==> config.mk <==
export PLATFORM = sky130hd
export DESIGN_NAME = id_ex_stage_reg
export DESIGN_NICKNAME = d
export VERILOG_FILES = /design/src/rtl/mips_pkg.sv /design/src/rtl/event_counter.sv /design/src/rtl/id_ex_stage_reg.sv
export SDC_FILE = /design/constraint.sdc
export NUM_CORES = 1
export LEC_CHECK = 0
export CAP_MARGIN = 20
export CORE_AREA = 2 2 167 169
export CTS_CLUSTER_SIZE = 40
export DETAILED_ROUTE_END_ITERATION = 12
export DIE_AREA = 0 0 169 171
export GPL_TIMING_DRIVEN = 0
export HOLD_SLACK_MARGIN = 0.03
export SLEW_MARGIN = 30
export SYNTH_ARGS = -nofsm -noshare
export SYNTH_HDL_FRONTEND = slang
export SYNTH_SLANG_ARGS = --single-unit
==> constraint.sdc <==
create_clock -name clk -period 3.8 [get_ports clk]
set_input_delay 0.38 -clock clk [delete_from_list [all_inputs] [get_ports clk]]
set_output_delay 0.38 -clock clk [all_outputs]
set_load 0.005 [all_outputs]
==> src/rtl/mips_pkg.sv <==
// Shared MIPS pipeline definitions: opcode/func encodings, control-word layout, bubble value.
package mips_pkg;

  localparam logic [5:0] OP_RTYPE   = 6'h00;
  localparam logic [5:0] OP_LW      = 6'h23;
  localparam logic [5:0] OP_SW      = 6'h2b;
  localparam logic [5:0] OP_BEQ     = 6'h04;
  localparam logic [5:0] OP_BNE     = 6'h05;
  localparam logic [5:0] OP_J       = 6'h02;
  localparam logic [5:0] OP_JAL     = 6'h03;
  localparam logic [5:0] FN_SYSCALL = 6'h0c;

  // Control word {we, alusrc, memtoreg, memwrite, branch, jump, syscall, shamt_sel}
  localparam int unsigned CTRL_WE        = 7;
  localparam int unsigned CTRL_ALUSRC    = 6;
  localparam int unsigned CTRL_MEMTOREG  = 5;
  localparam int unsigned CTRL_MEMWRITE  = 4;
  localparam int unsigned CTRL_BRANCH    = 3;
  localparam int unsigned CTRL_JUMP      = 2;
  localparam int unsigned CTRL_SYSCALL   = 1;
  localparam int unsigned CTRL_SHAMT_SEL = 0;

  localparam logic [7:0] CTRL_BUBBLE = 8'h00;

endpackage

==> src/rtl/event_counter.sv <==
// Wrap-around event counter with enable and synchronous active-low clear.
module event_counter #(
  parameter int unsigned CNT_W = 16
) (
  input  logic             i_clk,
  input  logic             i_clr_n,
  input  logic             i_en,
  output logic [CNT_W-1:0] o_cnt
);

  logic [CNT_W-1:0] r_cnt;

  always_ff @(posedge i_clk) begin
    if (!i_clr_n) begin
      r_cnt <= '0;
    end else if (i_en) begin
      r_cnt <= r_cnt + 1'b1;
    end
  end

  assign o_cnt = r_cnt;

endmodule

==> src/rtl/id_ex_stage_reg.sv <==
// ID/EX pipeline register: bubble injection on load-use or flush, halt freeze,
// combinational PC/IF-ID stall enables and stall/flush statistics counters.
module id_ex_stage_reg
  import mips_pkg::*;
#(
  parameter int unsigned DATA_W = 32,
  parameter int unsigned CNT_W  = 16
) (
  input  logic              clk,
  input  logic              rst_n,
  input  logic              loaduse,
  input  logic              flush,
  input  logic              halt,
  input  logic [DATA_W-1:0] pc_id,
  input  logic [DATA_W-1:0] ir_id,
  input  logic [DATA_W-1:0] ra_data_id,
  input  logic [DATA_W-1:0] rb_data_id,
  input  logic [DATA_W-1:0] imm_id,
  input  logic [4:0]        ra_id,
  input  logic [4:0]        rb_id,
  input  logic [4:0]        rd_id,
  input  logic [5:0]        op_id,
  input  logic [5:0]        func_id,
  input  logic [7:0]        ctrl_id,
  output logic [DATA_W-1:0] pc_ex,
  output logic [DATA_W-1:0] ir_ex,
  output logic [DATA_W-1:0] ra_data_ex,
  output logic [DATA_W-1:0] rb_data_ex,
  output logic [DATA_W-1:0] imm_ex,
  output logic [4:0]        ra_ex,
  output logic [4:0]        rb_ex,
  output logic [4:0]        rd_ex,
  output logic [5:0]        op_ex,
  output logic [5:0]        func_ex,
  output logic [7:0]        ctrl_ex,
  output logic              valid_ex,
  output logic              pc_en,
  output logic              ifid_en,
  output logic [CNT_W-1:0]  loaduse_cnt,
  output logic [CNT_W-1:0]  flush_cnt
);

  logic [DATA_W-1:0] r_pc, r_ir, r_ra_data, r_rb_data, r_imm;
  logic [4:0]        r_ra, r_rb, r_rd;
  logic [5:0]        r_op, r_func;
  logic [7:0]        r_ctrl;
  logic              r_valid;

  logic w_bubble;
  logic w_lu_stall;

  assign w_bubble   = flush | loaduse;
  // A flush discards the instruction in ID, so it cancels the load-use stall.
  assign w_lu_stall = loaduse & ~flush;

  assign pc_en   = rst_n & ~halt & ~w_lu_stall;
  assign ifid_en = rst_n & ~halt & ~w_lu_stall;

  always_ff @(posedge clk) begin
    if (!rst_n) begin
      r_pc      <= '0;
      r_ir      <= '0;
      r_ra_data <= '0;
      r_rb_data <= '0;
      r_imm     <= '0;
      r_ra      <= '0;
      r_rb      <= '0;
      r_rd      <= '0;
      r_op      <= '0;
      r_func    <= '0;
      r_ctrl    <= CTRL_BUBBLE;
      r_valid   <= 1'b0;
    end else if (halt) begin
      r_valid <= r_valid;
    end else if (w_bubble) begin
      // pc still advances so the debug trace stays monotonic.
      r_pc      <= pc_id;
      r_ir      <= '0;
      r_ra_data <= '0;
      r_rb_data <= '0;
      r_imm     <= '0;
      r_ra      <= '0;
      r_rb      <= '0;
      r_rd      <= '0;
      r_op      <= '0;
      r_func    <= '0;
      r_ctrl    <= CTRL_BUBBLE;
      r_valid   <= 1'b0;
    end else begin
      r_pc      <= pc_id;
      r_ir      <= ir_id;
      r_ra_data <= ra_data_id;
      r_rb_data <= rb_data_id;
      r_imm     <= imm_id;
      r_ra      <= ra_id;
      r_rb      <= rb_id;
      r_rd      <= rd_id;
      r_op      <= op_id;
      r_func    <= func_id;
      r_ctrl    <= ctrl_id;
      r_valid   <= 1'b1;
    end
  end

  assign pc_ex      = r_pc;
  assign ir_ex      = r_ir;
  assign ra_data_ex = r_ra_data;
  assign rb_data_ex = r_rb_data;
  assign imm_ex     = r_imm;
  assign ra_ex      = r_ra;
  assign rb_ex      = r_rb;
  assign rd_ex      = r_rd;
  assign op_ex      = r_op;
  assign func_ex    = r_func;
  assign ctrl_ex    = r_ctrl;
  assign valid_ex   = r_valid;

  logic w_lu_cnt_en;
  logic w_fl_cnt_en;

  assign w_lu_cnt_en = ~halt & w_lu_stall;
  assign w_fl_cnt_en = ~halt & flush;

  event_counter #(
    .CNT_W(CNT_W)
  ) u_loaduse_cnt (
    .i_clk  (clk),
    .i_clr_n(rst_n),
    .i_en   (w_lu_cnt_en),
    .o_cnt  (loaduse_cnt)
  );

  event_counter #(
    .CNT_W(CNT_W)
  ) u_flush_cnt (
    .i_clk  (clk),
    .i_clr_n(rst_n),
    .i_en   (w_fl_cnt_en),
    .o_cnt  (flush_cnt)
  );

endmodule

==> results.json, run 1 <==
{
  "wl_per_cell_um": 18.17,
  "ir_drop_v": 0.0002623,
  "critical_path_class": "in -> out",
  "drtIter0Drc": 353,
  "cts_setup_buffers": 0,
  "drcViolationCount": 0,
  "final_cell_mix": "429 x clkdlybuf4s50_1, 228 x dfxtp_1, 219 x nor2_1",
  "drt_wl_total_um": 29740,
  "grt_pass1_vias": 7476,
  "grt_setup_unrepaired": "no",
  "antenna_found_initial": 1,
  "placed_cell_area_um2": 12630,
  "ys_warn_count": 0,
  "initial_core_util_pct": 28.93,
  "ctsHoldBuffers": 0,
  "slowest_stage": "clkdlybuf4s50_1",
  "post_drt_via_cell_ratio": 4.771,
  "max-clock-path-buffers": 3,
  "slew_headroom_pct": 40.95,
  "synthesis.nets": 1020,
  "synth_area_per_cell_um2": 9.664,
  "fp.coreArea_um2": 27320,
  "area_growth_pct": 70.75,
  "hold_viol": 0,
  "htree_levels": 1,
  "ant_nets": 0,
  "cts_root_buf": "clkbuf_16",
  "cts_resized": 0,
  "clkSinkCount": 228,
  "port_buffers": 429,
  "end_kind": "output pin",
  "n_antenna_cell": 0,
  "async_reset_ff_share_pct": 0,
  "design_area_um2": 13500,
  "status": "finished, final reports clean",
  "skew_ps": 4.892,
  "die_y_um": 171,
  "numCtsBuffers": 26,
  "clk_pin_slew_worst_paths_ps": 60,
  "path_max_fanout": 10,
  "synth_edf_count": 0,
  "grt.total_usage_pct": 19.30,
  "max-cap-violations": 0,
  "gp_congestion": 0.7846,
  "ioPinCount": 430,
  "critPathTopFamily": "buffers and inverters",
  "worst-path-buf-inv": 5,
  "fin_tns_setup_ps": 0,
  "finalCritPeriodShare_pct": 81.49,
  "worst_ep_required_time_ps": 3420,
  "layout_min_cycle_time_ps": 3096,
  "fmax_ghz": 0.3229,
  "syn_inst": 818,
  "yosys_register_bits": 228,
  "drive_gt1_share_pct": 3.641,
  "grt_pass1_wl_um": 43660,
  "cp-start-kind": "input port",
  "seq_area_frac_synth_pct": 57.74,
  "utilization_pct": 49.40,
  "via_count": 7810,
  "overflow": 0,
  "firstDrtPassIters": 4,
  "synth_cell_types": 38,
  "slew_violations": 0,
  "crit_arrival_ps": 2720,
  "synth_ff_type": "dfxtp_1",
  "netlist_area_um2": 7905,
  "setup_violations": 0,
  "insertion_delay_ps": 520,
  "multi_input_area_um2": 3059,
  "power.density_nw_per_um2": 414.9,
  "die_area_um2": 28900,
  "nFillCells": 2580,
  "final_common_cell": "clkdlybuf4s50_1",
  "layout.nets": 1477,
  "dieWidth_um": 169,
  "grt_max_degree": 13,
  "dp_hpwl_um": 22550,
  "cts_tree": "yes",
  "crit_chain": "clkdlybuf4s50_1, clkbuf_1, clkbuf_1, nor3_1, buf_4, clkdlybuf4s50_1",
  "leakagePower_nw": 4.913,
  "cpPeakStageDelay_ps": 580,
  "seq_area_um2": 4564,
  "rows": 61,
  "yosys-top-cells-area": "dfxtp_1 58%, a22oi_1 15%, nor2_1 10%",
  "hp-class": "in -> reg",
  "synth_top_area_cell": "dfxtp_1",
  "yosysTopAreaCellShare_pct": 57.74,
  "worstMarginPinSlew_ps": 885.8
}
==> final timing paths <==
check,start,endpoint,slack [ps],cells after the start
worst min-delay path,pc_id[20],pc_ex[20],470,3
worst min register to register,u_flush_cnt.o_cnt[15],u_flush_cnt.o_cnt[15],480,2
worst max-delay path,halt,pc_en,700,6
worst max register to register,u_loaduse_cnt.o_cnt[0],u_loaduse_cnt.o_cnt[14],1850,6
==> routing by layer <==
layer	vias to the layer above	global-route usage [%]	part of all wire, %
met5	-	0	0.054
met4	2	5.500	2.3
met3	43	6.755	9.0
met2	313	33.45	49
met1	3662	22.61	40
li1	3790	-	-
==> logic make-up after synthesis <==
kind of cell	synth area share, %
compound gates	16.41
xor+xnor	2.437
fa+ha+maj	0.3165
buf+inv	3.561
flops	57.74
mux	4.574
simple gates	14.96
==> sequential cells by signal, indices dropped and copies added (netlist names), 8 cells and up <==
name / count
ctrl_ex: 8
imm_ex: 32
ir_ex: 32
pc_ex: 32
ra_data_ex: 32
rb_data_ex: 32
u_flush_cnt.o_cnt: 16
u_loaduse_cnt.o_cnt: 16
==> worst min-delay path: cells and delay by family <==
kind	cells	cell delay (ps)
muxes	1	120
buffers and inverters	1	390
and+or+nand+nor	1	50
==> power breakdown <==
part	leakage (nW)	internal [mW]	switching (mW)
clock network	0.433	1.54	0.981
registers	1.85	2.46	0.0352
logic	2.63	0.359	0.231
total	4.91	4.35	1.25
==> metrics by stage <==
stage | hold WS, ps | instances | setup WS [ps] | total power, mW
2_1_floorplan | 462.3 | 818 | 1982 | 2.720
3_3_place_gp | 458.3 | 1593 | 592.9 | 3.133
3_5_place_dp | 475.7 | 1593 | 638.6 | 3.137
4_1_cts | 444.6 | 1637 | 631.1 | 5.692
5_1_grt | 451.7 | 1637 | 488.8 | 5.833
6_report | 471.5 | 1637 | 703.5 | 5.601
==> cell usage after synthesis, types with 4 or more instances <==
master    count
dfxtp_1     228
nor2_1      219
a22oi_1     163
clkbuf_1     62
mux2i_1      35
nand2_1      12
xnor2_1      12
xor2_1       10
nand3_1       8
nor3_1        8
a21oi_1       7
nand4_1       7
nor4_1        5
or3_1         4
==> final cells by class <==
class	count	area share, %
Buffer	69	1.974
Clock buffer	36	5.701
Clock inverter	8	0.7138
Inverter	4	0.1112
Multi-Input combinational cell	517	22.66
Sequential cell	228	33.82
Tap cell	346	3.207
Timing Repair Buffer	429	31.81
(Power assumes the default switching activity.)
==> run 2: changes to the inputs <==
CORE_AREA = 2 2 169 171   (was 2 2 167 169)
DIE_AREA = 0 0 171 173   (was 0 0 169 171)
clock period = 3.07 ns   (was 3.8 ns; I/O delays follow)
==> results.json, run 2 (same netlist as run 1, synthesis figures left out) <==
{
  "met2_usage_pct": 35.08,
  "drcViolationCount": 0,
  "fmax_ghz": 0.3487,
  "r2r_start": "u_loaduse_cnt.o_cnt[2]",
  "timing.rr.end": "u_loaduse_cnt.o_cnt[13]",
  "pre_cts_slack_ps": 140.2,
  "setup_violations": 0,
  "hp-start": "pc_id[27]",
  "ant_nets": 0,
  "regToRegSetupSlack_ps": 1080,
  "nFillCells": 2674,
  "use_met3_pct": 7.347,
  "htree_levels": 1,
  "via_count": 7795,
  "overflow": 0,
  "hold_ws_ps": 383.8,
  "insertion_delay_ps": 520,
  "worstMarginPinSlew_ps": 884.3,
  "grt_pass1_wl_um": 45240,
  "grt.total_usage_pct": 19.63,
  "cts_setup_buffers": 0,
  "design_area_um2": 13530,
  "drt_wl_total_um": 30530,
  "max-cap-violations": 0,
  "dieWidth_um": 171,
  "firstDrtPassIters": 4,
  "slew_headroom_pct": 41.05,
  "layout_min_cycle_time_ps": 2868,
  "crit_arrival_ps": 2560,
  "skew_ps": 5.455,
  "final_cell_mix": "429 x clkdlybuf4s50_1, 228 x dfxtp_1, 219 x nor2_1",
  "grtUsageMet1_pct": 22.06,
  "wl_per_cell_um": 18.26,
  "path_max_fanout": 10,
  "layout.nets": 1477,
  "end_kind": "output pin",
  "ctsHoldBuffers": 0,
  "die_y_um": 173,
  "ioPinCount": 430,
  "fin_tns_setup_ps": 0,
  "hold_viol": 0,
  "grt_max_degree": 13,
  "cp-start-kind": "input port",
  "worst_ep_required_time_ps": 2760,
  "hp-class": "in -> reg",
  "clk_pin_slew_worst_paths_ps": 60,
  "dp_hpwl_um": 23070,
  "critical_path_class": "in -> out",
  "rows": 61,
  "clkSinkCount": 228,
  "placed_cells": 1625,
  "total_power_mw": 6.923,
  "grt_busiest_layer": "met2",
  "drtIter0Drc": 267,
  "worst_hold_path.num_cells": 3,
  "drive_gt1_share_pct": 3.709,
  "reg2reg_depth": 6,
  "final_common_cell": "clkdlybuf4s50_1",
  "grt_pass1_vias": 7732,
  "ir_drop_v": 0.0003387,
  "cts_tree": "yes",
  "finalCritPeriodShare_pct": 93.41,
  "max-clock-path-buffers": 3,
  "status": "finished, final reports clean",
  "placed_cell_area_um2": 12670,
  "area_growth_pct": 71.15,
  "die_area_um2": 29580,
  "port_buffers": 429,
  "gp_congestion": 0.8168,
  "n_antenna_cell": 0,
  "finalWorstSetupSlack_ps": 202.2,
  "utilization_pct": 48.97,
  "numCtsBuffers": 26,
  "post_drt_via_cell_ratio": 4.662,
  "layoutNonFillerInstCount": 1672,
  "grt_setup_unrepaired": "no",
  "initial_core_util_pct": 28.61,
  "hold_end": "pc_ex[27]",
  "power.density_nw_per_um2": 511.7,
  "leakagePower_nw": 4.907,
  "slew_violations": 0,
  "cts_resized": 0,
  "antenna_found_initial": 1,
  "cts_root_buf": "clkbuf_16",
  "fp.coreArea_um2": 27630
}
-- run 2: critical path, cell delays in order --
cell             delay, ps
clkdlybuf4s50_1        570
clkbuf_1               410
clkbuf_1               500
nor3_1                 170
buf_4                  170
clkdlybuf4s50_1        430
-- run 2: worst max path at each step --
| stage | start | to | slack (ps) | cells past startpoint |
|---|---|---|---|---|
| finish | halt | pc_en | 200 | 6 |
| global route | halt | pc_en | 50 | 6 |
| CTS | halt | pc_en | 120 | 6 |
| detailed placement | halt | pc_en | 140 | 6 |
| global placement | halt | pc_en | 170 | 6 |
| floorplan | halt | u_loaduse_cnt.o_cnt[13] | 1320 | 6 |
-- run 2: area by class of cell --
type	count	area [um^2]	share of cell area, %
inverter	4	15.01	0.1110
sequential	228	4564	33.74
clock inverter	10	102.6	0.7583
timing repair buffer	429	4294	31.74
clock buffer	37	753.2	5.567
multi-input combinational	517	3059	22.61
tap	378	473.0	3.496
buffer	69	267.8	1.979
-- run 2: power by group --
group          leakage, nW  internal [mW]  switching (mW)
Combinational         2.63          0.444           0.291
Clock                0.424           1.87            1.24
Sequential            1.85           3.04          0.0451
-- run 2: metal layers --
layer,share of wire (%),wire length (um)
met5,0.043,13
met1,39,11900
met4,1.6,490
met2,49,15110
met3,9.9,3016
==> run 3: changes to the inputs <==
SLEW_MARGIN = 10   (was 30)
==> results.json, run 3 (same netlist as run 1, synthesis figures left out) <==
{
  "multi_input_area_um2": 3059,
  "finalCritPeriodShare_pct": 92.80,
  "slew_headroom_pct": 36.97,
  "overflow": 0,
  "slowest_stage": "clkdlybuf4s50_1",
  "drcViolationCount": 0,
  "initial_core_util_pct": 28.61,
  "cts_root_buf": "clkbuf_16",
  "drive_gt1_share_pct": 3.929,
  "leakagePower_nw": 4.947,
  "power.density_nw_per_um2": 523.4,
  "setup_violations": 0,
  "n_antenna_cell": 0,
  "clkSinkCount": 228,
  "cp-start-kind": "input port",
  "worstMarginPinSlew_ps": 945.5,
  "layout_min_cycle_time_ps": 2849,
  "hold_viol": 0,
  "htree_levels": 1,
  "port_buffers": 429,
  "design_area_um2": 13620,
  "comb_power_share_pct": 10.3,
  "drt_wl_total_um": 30620,
  "drtIter0Drc": 311,
  "use_met3_pct": 7.691,
  "ctsHoldBuffers": 0,
  "area_growth_pct": 72.33,
  "post_drt_via_cell_ratio": 4.645,
  "cts_setup_buffers": 0,
  "fmax_ghz": 0.3510,
  "skew_ps": 6.446,
  "firstDrtPassIters": 4,
  "power_frac_clock_pct": 46.4,
  "fin_tns_setup_ps": 0,
  "clk_pin_slew_worst_paths_ps": 60,
  "grt_setup_unrepaired": "no",
  "ir_drop_v": 0.0004092,
  "path_max_fanout": 10,
  "die_area_um2": 29580,
  "final_cell_mix": "429 x clkdlybuf4s50_1, 228 x dfxtp_1, 219 x nor2_1",
  "fp.coreArea_um2": 27630,
  "power.internal_mw": 5.533,
  "cpPeakStageDelay_ps": 570,
  "crit_arrival_ps": 2540,
  "grt_max_degree": 14,
  "critical_path_class": "in -> out",
  "dieWidth_um": 171,
  "met2_usage_pct": 34.48,
  "numCtsBuffers": 27,
  "worst-path-buf-inv": 5,
  "via_count": 7785,
  "nFillCells": 2663,
  "placed_cell_area_um2": 12690,
  "worst_ep_required_time_ps": 2760,
  "grt.total_usage_pct": 19.69,
  "seqPwrFrac_pct": 43.3,
  "grtUsageMet1_pct": 22.10,
  "switching_share_pct": 22.40,
  "insertion_delay_ps": 530,
  "grt_busiest_layer": "met2",
  "end_kind": "output pin",
  "die_y_um": 173,
  "wl_per_cell_um": 18.27,
  "grt_pass1_vias": 7740,
  "cts_resized": 0,
  "cts_tree": "yes",
  "seq_area_um2": 4564,
  "gp_congestion": 0.8168,
  "layout.nets": 1479,
  "critPathTopFamily": "buffers and inverters",
  "max-clock-path-buffers": 3,
  "status": "finished, final reports clean",
  "antenna_found_initial": 1,
  "ant_nets": 0,
  "slew_violations": 0,
  "grt_pass1_wl_um": 45550,
  "hp-class": "in -> reg",
  "dp_hpwl_um": 23030,
  "final_common_cell": "clkdlybuf4s50_1",
  "crit_chain": "clkdlybuf4s50_1, clkbuf_1, clkbuf_1, nor3_1, buf_4, clkdlybuf4s50_1",
  "switchingPower_mw": 1.597,
  "ioPinCount": 430,
  "max-cap-violations": 0,
  "rows": 61
}
==> run 3: final timing paths <==
| path | start | endpoint | slack [ps] | depth (start not counted) |
|---|---|---|---|---|
| hold / removal | pc_id[27] | pc_ex[27] | 390 | 3 |
| setup / recovery | halt | pc_en | 220 | 6 |
| hold reg to reg | u_flush_cnt.o_cnt[15] | u_flush_cnt.o_cnt[15] | 480 | 2 |
| setup reg to reg | u_loaduse_cnt.o_cnt[2] | u_loaduse_cnt.o_cnt[13] | 1080 | 6 |
==> run 3: final cells by class <==
type                    count  area share, %
well taps                 378          3.472
clock buffers              44          6.236
clock inverters             6         0.6337
repair buffers            430          31.63
flip-flops and latches    228          33.50
plain buffers              69          1.956
multi-input cells         517          22.46
inverters                   4         0.1102
==> run 3: per-stage QoR <==
step | hold WS [ps] | total power, mW | setup WS [ps] | util [%] | instances
after floorplan | 428.7 | 3.367 | 1325 | - | 818
after global placement | 456.1 | 3.884 | 171.7 | 45.87 | 1625
after detailed placement | 475.5 | 3.890 | 132.2 | 45.92 | 1626
after CTS | 357.4 | 7.241 | 105.5 | 49.31 | 1676
after global routing | 374.8 | 7.422 | 36.85 | 49.31 | 1676
final | 388.3 | 7.130 | 221.0 | 49.31 | 1676
==> run 3: tightest hold or removal path, stage by stage <==
cell	delay [ps]
clkdlybuf4s50_1	390
mux2i_1	120
nor2_1	50
==> run 3: metal layers <==
| metal | share of wire [%] | vias up |
|---|---|---|
| li1 | - | 3787 |
| met1 | 38 | 3625 |
| met2 | 49 | 325 |
| met3 | 10 | 46 |
| met4 | 2.3 | 2 |
| met5 | 0.042 | - |
==> run 3: power by group through the flow <==
stage	clock, mW	sequential (mW)	combinational, mW
2_1_floorplan	0	3.15	0.216
3_3_place_gp	0	3.15	0.737
5_1_grt	3.53	3.09	0.795
6_report	3.31	3.09	0.735
4_1_cts	3.41	3.09	0.746
3_5_place_dp	0	3.15	0.741
==> RTL change: new RTL, settings of run 3 <==
Register the input `rd_id` before use. The logic sees it one clock later. The other inputs are not delayed to match.
--- a/src/rtl/id_ex_stage_reg.sv
+++ b/src/rtl/id_ex_stage_reg.sv
@@ -40,4 +40,10 @@
   output logic [CNT_W-1:0]  flush_cnt
 );
+
+  logic [4:0] rd_id_q;
+
+  always_ff @(posedge clk) begin
+    rd_id_q <= rd_id;
+  end
 
   logic [DATA_W-1:0] r_pc, r_ir, r_ra_data, r_rb_data, r_imm;
@@ -95,5 +101,5 @@
       r_ra      <= ra_id;
       r_rb      <= rb_id;
-      r_rd      <= rd_id;
+      r_rd      <= rd_id_q;
       r_op      <= op_id;
       r_func    <= func_id;
Behaviour: not the same (Yosys sat finds a counterexample within 4 cycles, from zero or initial values and one cycle with rst_n low).
==> RTL change against run 3 <==
- sequential cell count rose by 5
- wire length fell by 3.7%
- first-iteration DRC count rose by 12%
- area after synthesis rose by 1.3%
- cell area fell by 0.18%
- hold slack got worse by 160 ps
- power fell by 2.9%
- clock skew fell by 2.0 ps
- setup slack improved by 33 ps
- largest cell class is now flip-flops and latches
==> RTL change: results (changes against run 3) <==
DP Cell Count = 1631 (+0.31%)
vias per cell = 4.65 (about the same)
number of diodes = 0 (unchanged)
Post-synth top cells = dfxtp_1, nor2_1, a22oi_1
DP Worst Slack = 100 ps (-31.8 ps)
ys async rst share = 0% (unchanged)
GPL Wtd Cong = 0.789 (-3.4%)
top cells by area, synth = dfxtp_1, a22oi_1, nor2_1, mux2i_1, clkbuf_1
IO buf count = 429 (unchanged)
syn_nets = 1026 (+0.59%)
nets = 1482 (+0.20%)
fillcell total = 2640 (-0.86%)
via count = 7788 (+0.039%)
max incr delay on CP = 490 ps (-80 ps)
Synth Instances = 824 (+0.73%)
Tot GR Track Use = 19.0% (-0.68 points)
Slew @ Worst Pin = 853 ps (-92.4 ps)
Pleak = 4.91 nW (-0.69%)
first-pass GRT wire length = 44400 µm (-2.4%)
P_sw = 0.00156 W (-2.4%)
cts bufs inserted = 25 (-7.4%)
DR WL/cell = 17.6 µm (-3.7%)
Post-DP HPWL = 22100 µm (-4.0%)
number of global-route vias before repair = 7739 (-0.013%)
status = finished clean
Reg clk slew, reported paths = 60 ps (about the same)
Layout Skew = 4.45 ps (-1.99 ps)
fraction of layout cells with a size suffix above 1 = 3.47% (-0.46 points)
sequential element share of the synthesized area = 58.3% (+0.53 points)
Starting DRT DRC Count = 348 (+12%)
CTS Buffer Depth = 3 (unchanged)
-- RTL change: changes by cell type after synthesis, sizes merged, moves of 2 or more --
cell | before | now
inv | 4 | 6
nand2b | 2 | 0
a21oi | 7 | 9
dfxtp | 228 | 233
nand2 | 12 | 10
mux2i | 35 | 33
-- RTL change: metal layers --
metal	track usage [%]	vias to the layer above	wire length (µm)
met1	22.4	3615	11900
met3	6.71	59	2760
li1	-	3805	-
met2	32.2	307	14000
met4	5.86	2	837
met5	0	-	16
-- RTL change: kinds of logic after synthesis --
group,share of synthesized area (%)
simple gates,14.6
flops,58.3
compound gates,16.5
buf+inv,3.64
mux,4.27
xor+xnor,2.41
fa+ha+maj,0.313
-- RTL change: worst paths after layout --
path	from	endpoint	slack [ps]	cells past startpoint
max	halt	pc_en	250	6
min	rd_id[1]	rd_id_q[1]$_DFF_P_	230	1
max reg2reg	u_flush_cnt.o_cnt[3]$_SDFFE_PN0P_	u_flush_cnt.o_cnt[13]$_SDFFE_PN0P_	1090	4
min reg2reg	rd_id_q[3]$_DFF_P_	rd_ex[3]$_SDFFE_PN0N_	470	2
-- RTL change: cell type report --
class / instances / area share [%]
clock buffers: 37 / 5.37
repair buffers: 429 / 31.6
multi-input cells: 515 / 22.4
flip-flops and latches: 233 / 34.3
well taps: 378 / 3.48
plain buffers: 70 / 1.99
inverters: 6 / 0.166
clock inverters: 8 / 0.690
-- RTL change: through the flow --
stage	hold slack (ps)	util [%]	instance area, µm²	power [W]
after CTS	195	49.2	13600	0.00702
after detailed placement	460	46.2	12800	0.00395
final	226	49.2	13600	0.00692
after global placement	443	46.2	12800	0.00395
after floorplan	335	-	8010	0.00344
after global routing	198	49.2	13600	0.00722
-- RTL change: worst max-delay path: cells and delay by family --
kind | cells | cell delay (ps)
buffers and inverters | 5 | 1720
and+or+nand+nor | 1 | 480
-- RTL change: power by group through the flow --
stage          sequential, W  clock (W)  combinational, W
6_report             0.00315    0.00304          0.000730
5_1_grt              0.00316    0.00326          0.000794
4_1_cts              0.00315    0.00312          0.000742
3_5_place_dp         0.00322          0          0.000738
3_3_place_gp         0.00321          0          0.000736
2_1_floorplan        0.00322          0          0.000216
